### config.mk
export PLATFORM = sky130hd
export DESIGN_NAME = pc_fetch_unit
export DESIGN_NICKNAME = d
export VERILOG_FILES = /design/src/rtl/pc_fetch_unit.sv
export SDC_FILE = /design/constraint.sdc
export NUM_CORES = 1
export LEC_CHECK = 0
export CAP_MARGIN = 10
export CORE_UTILIZATION = 50
export CTS_CLUSTER_SIZE = 24
export DETAILED_ROUTE_END_ITERATION = 16
export PLACE_DENSITY = 0.87
export SETUP_SLACK_MARGIN = 0.02
export SLEW_MARGIN = 20
export SYNTH_ARGS = -nofsm -noshare
export SYNTH_HDL_FRONTEND = slang
export SYNTH_SLANG_ARGS = --single-unit
### constraint.sdc
create_clock -name clk -period 3.2 [get_ports clk]
set_input_delay 0.64 -clock clk [delete_from_list [all_inputs] [get_ports clk]]
set_output_delay 0.64 -clock clk [all_outputs]
set_load 0.02 [all_outputs]
### src/rtl/pc_fetch_unit.sv
// Fetch-stage program counter: drives the instruction-memory read and applies stalls.
// Also latches redirects that arrive during a stall and drains the pipe after a halt jump.
module pc_fetch_unit #(
  parameter logic [31:0] RESET_VECTOR = 32'hBFC00000,
  parameter logic [31:0] HALT_ADDR    = 32'h00000000,
  parameter int unsigned DRAIN_CYCLES = 3
) (
  input  logic        clk,
  input  logic        reset,
  input  logic        PC_Write,
  input  logic        jb_taken,
  input  logic [31:0] jb_target,
  input  logic        instr_waitrequest,
  output logic [31:0] instr_address,
  output logic        instr_read,
  output logic [31:0] IF_Reg_PC,
  output logic        Is_JB_stall,
  output logic        active
);

  localparam int unsigned    CNT_W      = (DRAIN_CYCLES > 1) ? $clog2(DRAIN_CYCLES) : 1;
  localparam logic [CNT_W-1:0] DRAIN_LAST = CNT_W'(DRAIN_CYCLES - 1);

  typedef enum logic [1:0] {RUN, HALTING, HALTED} state_t;

  state_t           state, state_n;
  logic [31:0]      pc, pc_n;
  logic             pend_valid, pend_valid_n;
  logic [31:0]      pend_target, pend_target_n;
  logic [CNT_W-1:0] drain_cnt, drain_cnt_n;

  logic             adv;
  logic             eff_taken;
  logic [31:0]      eff_target;

  // State register.
  always_ff @(posedge clk) begin
    if (reset) begin
      state       <= RUN;
      pc          <= RESET_VECTOR;
      pend_valid  <= 1'b0;
      pend_target <= '0;
      drain_cnt   <= '0;
    end else begin
      state       <= state_n;
      pc          <= pc_n;
      pend_valid  <= pend_valid_n;
      pend_target <= pend_target_n;
      drain_cnt   <= drain_cnt_n;
    end
  end

  // Next-state logic; a latched redirect outranks a fresh jb_taken.
  always_comb begin
    state_n       = state;
    pc_n          = pc;
    pend_valid_n  = pend_valid;
    pend_target_n = pend_target;
    drain_cnt_n   = drain_cnt;

    adv        = PC_Write & ~instr_waitrequest & (state == RUN);
    eff_taken  = pend_valid | jb_taken;
    eff_target = pend_valid ? pend_target : jb_target;

    case (state)
      RUN: begin
        if (adv) begin
          if (eff_taken && (eff_target == HALT_ADDR)) begin
            state_n      = HALTING;
            pend_valid_n = 1'b0;
            drain_cnt_n  = '0;
          end else if (eff_taken) begin
            pc_n         = {eff_target[31:2], 2'b00};
            pend_valid_n = 1'b0;
          end else begin
            pc_n = pc + 32'd4;
          end
        end else if (jb_taken && !pend_valid) begin
          pend_valid_n  = 1'b1;
          pend_target_n = jb_target;
        end
      end
      HALTING: begin
        drain_cnt_n = drain_cnt + CNT_W'(1);
        if (drain_cnt == DRAIN_LAST) state_n = HALTED;
      end
      HALTED:  state_n = HALTED;
      default: state_n = RUN;
    endcase
  end

  assign instr_address = pc;
  assign IF_Reg_PC     = pc;
  assign Is_JB_stall   = pend_valid;
  assign active        = (state != HALTED);
  // Gated by reset directly so the reset vector is read in the first cycle reset is low.
  assign instr_read    = (state == RUN) & ~reset;

endmodule

After elaboration in Yosys (flattened, before gate mapping)
Cells that the tools add are included.
Storage, ports and cells
  bits in registers: 69
  input bits: 37
  logic and storage cells: 48
  output and inout port bits: 67
Operators by class
  eq/ne operators: 8
  add/sub/neg operators: 2
  mux-type cells: 13
  bitwise operators: 8
  reductions and logical operators: 12
Operator list (number)
  32-bit two-way mux: 2
  32-bit by 3-bit adder with 32-bit output, second input constant: 1
  32-bit zero test: 1
  3-bit AND reduction: 5
  2-bit two-way mux: 5
  2-bit != test, second input constant: 4
  2-bit one-hot mux with 3 select lines: 1
  2-bit equality test, second input constant: 2
  1-bit two-way mux: 4
  1-bit inverter: 4
  2-bit one-hot mux with 2 select lines: 1
  2-bit nonzero test: 2
  1-bit bitwise AND: 3
  3-bit by 1-bit != test with 1-bit output, second input constant: 1
  2-bit by 1-bit adder with 2-bit output, second input constant: 1
  2-bit by 1-bit equality test with 1-bit output, second input constant: 1
  1-bit logical AND: 2
  2-bit zero test: 1
  1-bit zero test: 1
  1-bit bitwise OR: 1

Depth between registers and ports, before layout
Gate-level depths: netlist of run 1.
  depth after elaboration: 6
  mapped depth: 9

Worst setup path after synthesis of run 1
OpenSTA, ideal clock, no wires.
  path kind: input -> register
  start point: input jb_target[7]
  end point: register pc[23], in the netlist IF_Reg_PC[23]
  data required time: 3.055 ns
  arrival: 2.263 ns
  buffers on the path: 1
  setup time: 0.145 ns
  stages: 7
  setup slack: 0.792 ns
  path through: or4_1 > o22ai_1 > nand4b_4 > o31a_1 > buf_2 > a211oi_1 > a41oi_1
On the way
  cells in the longest elaborated chain, start to end: 5
RTL lines
  start: declaration: line 12  | input logic [31:0] jb_target,
  32-bit two-way mux: line 63  | eff_target = pend_valid ? pend_target : jb_target;
  32-bit zero test: line 68  | if (eff_taken && (eff_target == HALT_ADDR)) begin
  1-bit logical AND: line 68
  1-bit inverter (no line)
  3-bit AND reduction (no line)
  end signal: assignment: line 46  | pc <= pc_n;
  end: declaration: line 27  | logic [31:0] pc, pc_n;
Every way passes these cells.
A chain may end at the register's enable or synchronous reset.

Worst setup path after layout of run 1
  start point: input jb_target[23]
  end point: register state[1]
On the way
  cells in the longest elaborated chain, start to end: 5
RTL lines
  32-bit two-way mux: line 63
  32-bit zero test: line 68
  1-bit logical AND: line 68
  2-bit != test (no line)
  3-bit AND reduction (no line)
  end signal: assignment: line 45  | state <= state_n;
  end: declaration: line 26  | state_t state, state_n;
Every way passes these cells.

==> results of run 1 <==
## sequential cells by signal, summed over array words and instances, names as in the netlist
register     count
pend_target     32
drain_cnt        2
IF_Reg_PC       30
state            2
Is_JB_stall      1
## synth_stat cells, types with 4 or more instances
library cell  number
dfxtp_1           67
or4_1             10
nand2_1           91
o211ai_1           5
a21oi_1           66
or3_1              5
clkbuf_1          25
nor4_1             7
inv_1             14
nor3_1            16
buf_4             35
buf_2              6
o21ai_0           18
a211oi_1          13
nand2b_1           7
nand4_1            4
a2bb2oi_1          4
o21ai_1           11
nor2b_1            8
o22ai_1            4
ha_1               5
mux2i_1           10
nor2_1            36
nand3_1           17
## worst paths after layout
path / from / endpoint / slack (ns) / cells past startpoint
max reg2reg: Is_JB_stall$_SDFFE_PP0P_ / state[1]$_SDFFE_PP0P_ / 0.36 / 8
min reg2reg: pend_target[14]$_SDFFE_PP0P_ / pend_target[14]$_SDFFE_PP0P_ / 0.46 / 2
max: jb_target[23] / state[1]$_SDFFE_PP0P_ / 0.28 / 8
min: pend_target[14]$_SDFFE_PP0P_ / pend_target[14]$_SDFFE_PP0P_ / 0.46 / 2
## worst max-delay path: cells and delay by family
kind	cells	cell delay [ns]
and+or+nand+nor	3	1.25
buffers and inverters	2	0.66
AOI/OAI and AO/OA	3	0.62
## per-layer routing
metal	vias to the layer above	part of all wire, %	global-route usage [%]
met5	-	0.10	0
met4	2	3.0	14.7
met1	2078	40	39.2
li1	2096	-	-
met3	40	10	5.77
met2	286	47	48.2
## cells in the final DEF, fill, tap and decap left out, types with 5 or more instances in the layout
| cell | instances |
|---|---|
| or4_1 | 10 |
| nor3_1 | 15 |
| dfxtp_1 | 66 |
| o211ai_1 | 5 |
| clkdlybuf4s50_1 | 98 |
| ha_1 | 5 |
| nand3_1 | 17 |
| clkbuf_8 | 10 |
| o21ai_0 | 18 |
| nand2b_1 | 7 |
| nor2_1 | 36 |
| mux2i_1 | 10 |
| nand2_1 | 91 |
| inv_1 | 14 |
| o21ai_1 | 11 |
| a211oi_1 | 13 |
| buf_4 | 16 |
| a21oi_1 | 66 |
| nor2b_1 | 8 |
| or3_1 | 5 |
| nor4_1 | 7 |
## kinds of logic after synthesis
group | synth area share (%)
simple gates | 26.7
mux | 2.41
buf+inv | 11.0
other cells | 0.0904
flops | 32.3
compound gates | 25.9
fa+ha+maj | 1.51
## power breakdown
group          switching (mW)  total (mW)  internal (mW)  leakage (nW)
Sequential             0.0649       0.946          0.881         0.548
Clock                   0.348       0.729          0.381         0.102
Combinational           0.281       0.507          0.226          1.24
## cell type report
class	count	area share, %
clock buffers	10	2.64
clock inverters	6	1.25
inverters	16	1.15
multi-input cells	408	45.3
flip-flops and latches	67	25.7
well taps	102	2.44
repair buffers	116	21.6
==> impl_metrics.json, run 1 <==
{
  "status": "finished, final reports clean",
  "tightest_slew_ns": 0.683,
  "antenna_found_initial": 1,
  "post_cts_resized": 0,
  "grtUsageTotal_pct": 30.2,
  "rsz0062_at_grt": "false",
  "synth-main-ff-cell": "dfxtp_1",
  "grt_pass1_wl_um": 20500,
  "insertion_delay_ns": 0.35,
  "slew_headroom_pct": 54.3,
  "cp_cell_sequence": "clkdlybuf4s50_1 > or4_1 > nor3_1 > o22ai_1 > buf_4 > nor4_2 > o21ai_0 > a41o_1",
  "ctsHoldBuffers": 0,
  "nFillCells": 672,
  "drtPass1Iterations": 6,
  "fmax_ghz": 0.342,
  "drive_gt1_share_pct": 8.03,
  "rows": 32,
  "instances_no_fill": 725,
  "via_per_inst": 6.21,
  "dp_hpwl_um": 9270,
  "dp.cells": 709,
  "yosysWarnings": 0,
  "skew_ns": 0.00596,
  "postPlaceCellArea_mm2": 0.00502,
  "numCtsBuffers": 9,
  "synth_top_area_share_pct": 32.3,
  "synth_top_area_cell": "dfxtp_1",
  "p_total_mw": 2.18,
  "fin_crit_ns": 2.92,
  "worst-endpoint-required_ns": 3.44,
  "cts_root_buf": "clkbuf_8",
  "cap_violations": 0,
  "drtIter0Drc": 447,
  "synth_seq_cells": 67,
  "vdd_drop_max_v": 0.000235,
  "nets": 660,
  "grt_pass1_vias": 4109,
  "hold_viol_final": 0,
  "holdWs_ns": 0.458,
  "final_core_util_pct": 66.2,
  "power_density_mw_per_mm2": 418,
  "synth.distinct_cells": 69,
  "die_height_um": 93.1,
  "wl_um": 12800,
  "synth-edff-count": 0,
  "synth.cell_area_mm2": 0.00415,
  "pin_count": 104,
  "htreeDepth": 3,
  "grt-ovfl-total": 0,
  "syn_area_per_cell_um2": 7.44,
  "cp-start-kind": "primary input",
  "cts_buffer_depth": 2,
  "gp_congestion": 0.966,
  "coreArea_mm2": 0.00789,
  "multi_input_area_mm2": 0.00236,
  "clock-sinks": 67,
  "routedWlPerCell_um": 17.6,
  "crit_path_end_kind": "flop",
  "min_path_type": "reg2reg",
  "p_leak_nw": 1.89,
  "portBuffers": 99,
  "worstPathMaxFanout": 4,
  "synth.area.top_cells": "dfxtp_1, nand2_1, a21oi_1",
  "vias": 4502,
  "synthCells": 557,
  "seq_area_mm2": 0.00134,
  "layout_setup_ws_ns": 0.279,
  "dp_slack_ns": -0.0859,
  "finalSetupViolCount": 0,
  "remaining_drc_errors": 0,
  "antenna_cells_inserted": 0,
  "crit_slowest_cell": "or4_1",
  "slowest_delay_ns": 0.59,
  "fp.dieW_um": 93.1,
  "fin_crit_sh_pct": 91.3,
  "fin_area_mm2": 0.00522,
  "cts_setup_buffers": 0,
  "cp.arrival_ns": 3.17,
  "area_growth_pct": 26.0,
  "start_util_pct": 52.6,
  "cts_tree": "yes",
  "critPathKind": "in2reg",
  "grt_max_degree": 59,
  "yosysSeqAreaShare_pct": 32.3,
  "ant_nets": 0,
  "async_flop_share_pct": 0,
  "die-area_mm2": 0.00866,
  "fin_setup_tns_ns": 0,
  "clk_pin_slew_ns": 0.08,
  "slew_viol_final": 0
}
Power figures use the tool's default switching activity.
==> inputs of run 2 (changes only) <==
--- a/config.mk
+++ b/config.mk
@@ -5,12 +5,14 @@
 export SDC_FILE = /design/constraint.sdc
 export NUM_CORES = 1
 export LEC_CHECK = 0
+export ABC_AREA = 1
 export CAP_MARGIN = 10
 export CORE_UTILIZATION = 50
 export CTS_CLUSTER_SIZE = 24
 export DETAILED_ROUTE_END_ITERATION = 16
-export PLACE_DENSITY = 0.87
+export PLACE_DENSITY = 0.85
 export SETUP_SLACK_MARGIN = 0.02
+export SKIP_LAST_GASP = 1
 export SLEW_MARGIN = 20
 export SYNTH_ARGS = -nofsm -noshare
 export SYNTH_HDL_FRONTEND = slang
==> impl_metrics.json, run 2 <==
{
  "synth.most_common_cell": "nand2_1",
  "ctsHoldBuffers": 0,
  "min_path_type": "reg2reg",
  "drive_gt1_share_pct": 4.78,
  "cts_buffer_depth": 2,
  "cts_root_buf": "clkbuf_8",
  "layout_common_cells": "nand2_1, nor2_1, clkdlybuf4s50_1, dfxtp_1, inv_1",
  "remaining_drc_errors": 0,
  "crit_path_end_kind": "primary output",
  "slew_viol_final": 0,
  "tightest_slew_ns": 0.710,
  "synth.area.top_cells": "dfxtp_1, nand2_1, nor2_1",
  "cp_cell_sequence": "buf_4 > clkdlybuf4s50_1",
  "synth_fa_ha_area_share_pct": 1.34,
  "dp_hpwl_um": 9070,
  "synth_simple_gate_area_share_pct": 44.3,
  "synth_top_area_share_pct": 28.7,
  "fin_crit_sh_pct": 83.7,
  "combPwrFrac_pct": 27.2,
  "layout_commonest_cell": "nand2_1",
  "grt_pass1_vias": 4429,
  "skew_ns": 0.00926,
  "synth-main-ff-cell": "dfxtp_1",
  "fin_crit_ns": 2.68,
  "nets": 894,
  "yosysSeqAreaShare_pct": 28.7,
  "grtUsageTotal_pct": 26.5,
  "hold_viol_final": 0,
  "fmax_ghz": 0.373,
  "routedWlPerCell_um": 13.0,
  "multi_input_area_mm2": 0.00267,
  "synthXorXnorAreaFrac_pct": 0.562,
  "clk_pin_slew_ns": 0.08,
  "p_leak_nw": 2.50,
  "cts_setup_buffers": 0,
  "fin_setup_tns_ns": 0,
  "antenna_cells_inserted": 0,
  "gp_congestion": 0.915,
  "synth_mux_area_share_pct": 0,
  "synth_top_family_by_area": "simple AND/OR/NAND/NOR gates",
  "switching_share_pct": 35.0,
  "dp_slack_ns": 0.469,
  "crit_slowest_cell": "clkdlybuf4s50_1",
  "worstPathMaxFanout": 28,
  "synth.cell_area_mm2": 0.00468,
  "numCtsBuffers": 9,
  "ant_nets": 0,
  "grt_pass1_wl_um": 20800,
  "synth-compound-area-share_pct": 10.5,
  "nFillCells": 855,
  "cap_violations": 0,
  "synth-edff-count": 0,
  "cp.arrival_ns": 2.04,
  "synth_top_area_cell": "dfxtp_1",
  "yosysWarnings": 0,
  "largest_reg_flops": 32,
  "fp.dieW_um": 98.7,
  "cp_num_cells": 2,
  "area_growth_pct": 20.3,
  "synthTopCellsByCount": "nand2_1, nor2_1, dfxtp_1",
  "critPathKind": "reg2out",
  "post_cts_resized": 0,
  "vdd_drop_max_v": 0.000259,
  "regMostFlops": "pend_target",
  "p_int_mw": 1.53,
  "grt_max_degree": 53,
  "crit_family": "buffers and inverters",
  "portBuffers": 99,
  "clock-sinks": 67,
  "power_density_mw_per_mm2": 418,
  "min_path_cells": 2,
  "wl_um": 12600,
  "slew_headroom_pct": 52.4,
  "coreArea_mm2": 0.00889,
  "slowest_delay_ns": 0.68,
  "vias": 5093,
  "start_util_pct": 52.6,
  "drtPass1Iterations": 5,
  "clkPwrFrac_pct": 31.5,
  "die_height_um": 98.7,
  "rows": 34,
  "htreeDepth": 3,
  "via_per_inst": 5.28,
  "status": "finished, final reports clean",
  "synth_seq_cells": 67,
  "synth.distinct_cells": 33,
  "pin_count": 104,
  "syn_area_per_cell_um2": 5.84,
  "layout_setup_ws_ns": 0.522,
  "p_sw_uw": 823,
  "async_flop_share_pct": 0,
  "grt-ovfl-total": 0,
  "crit_buf_inv": 2,
  "synthCells": 800,
  "worst-endpoint-required_ns": 2.56,
  "die-area_mm2": 0.00974,
  "insertion_delay_ns": 0.36,
  "worstRegToRegCells": 12,
  "pwr-share-seq_pct": 41.3,
  "seq_area_mm2": 0.00134,
  "cts_tree": "yes",
  "rsz0062_at_grt": "false",
  "antenna_found_initial": 0,
  "drtIter0Drc": 343,
  "cp-start-kind": "flop",
  "finalSetupViolCount": 0
}
-- run 2: changes by cell type in the layout (fill, tap and decap cells not counted), sizes merged, moves of 10 or more --
cell,before,now
or4,10,0
inv,15,60
nor2,37,168
mux2i,10,0
o21ai,29,51
a211oi,14,0
nor3,17,0
a21oi,66,36
buf,18,7
nand2,91,253
nand3,17,54
-- run 2: worst paths after layout --
kind                                                    from                      endpoint  slack [ns]
worst max-delay path                Is_JB_stall$_SDFFE_PP0P_                   Is_JB_stall        0.52
worst min-delay path            pend_target[28]$_SDFFE_PP0P_  pend_target[28]$_SDFFE_PP0P_        0.45
worst max register to register      Is_JB_stall$_SDFFE_PP0P_     IF_Reg_PC[8]$_SDFFE_PP0P_        0.66
worst min register to register  pend_target[28]$_SDFFE_PP0P_  pend_target[28]$_SDFFE_PP0P_        0.45
-- run 2: power groups by stage --
| stage | Combinational, mW | Clock (mW) | Sequential, mW |
|---|---|---|---|
| after detailed placement | 0.632 | 0 | 0.990 |
| after floorplan | 0.415 | 0 | 1.00 |
| after global routing | 0.707 | 0.775 | 0.983 |
| final | 0.640 | 0.740 | 0.972 |
| after CTS | 0.634 | 0.746 | 0.971 |
| after global placement | 0.625 | 0 | 0.988 |
-- run 2: kinds of logic (layout without fill, tap and decap cells) --
kind of cell,after synthesis,in the layout
AND/OR/NAND/NOR,503,503
buffers and inverters,128,182
AO/OA/AOI/OAI,93,93
XOR/XNOR,3,3
flip-flops,67,67
other,1,4
adder cells (fa/ha/maj),5,5
-- run 2: routing by layer --
metal / GRT usage [%] / part of all wire, % / vias up
li1: - / - / 2583
met1: 35.4 / 45 / 2241
met2: 41.8 / 44 / 236
met3: 4.75 / 7.6 / 33
met4: 11.6 / 3.0 / 0
met5: 0 / 0 / -
-- run 2: tightest hold or removal path, stage by stage, from the launching register on --
cell and delay [ns]:
dfxtp_1 0.31, inv_1 0.06, a21oi_1 0.05
-- run 2: final cells by class --
type / instances / share of cell area [%]
multi-input cells: 608 / 47.4
flip-flops and latches: 67 / 23.8
repair buffers: 106 / 18.8
inverters: 60 / 4.00
well taps: 108 / 2.40
clock buffers: 9 / 2.20
clock inverters: 7 / 1.38
-- run 2: through the flow --
stage	instance area, um2	hold WS, ns	util (%)	power [mW]	instances
global placement	5420	0.442	61.0	1.61	949
detailed placement	5420	0.444	61.0	1.62	949
floorplan	4690	0.429	-	1.42	803
finish	5630	0.455	63.3	2.35	965
global route	5630	0.473	63.3	2.46	965
CTS	5630	0.457	63.3	2.35	965
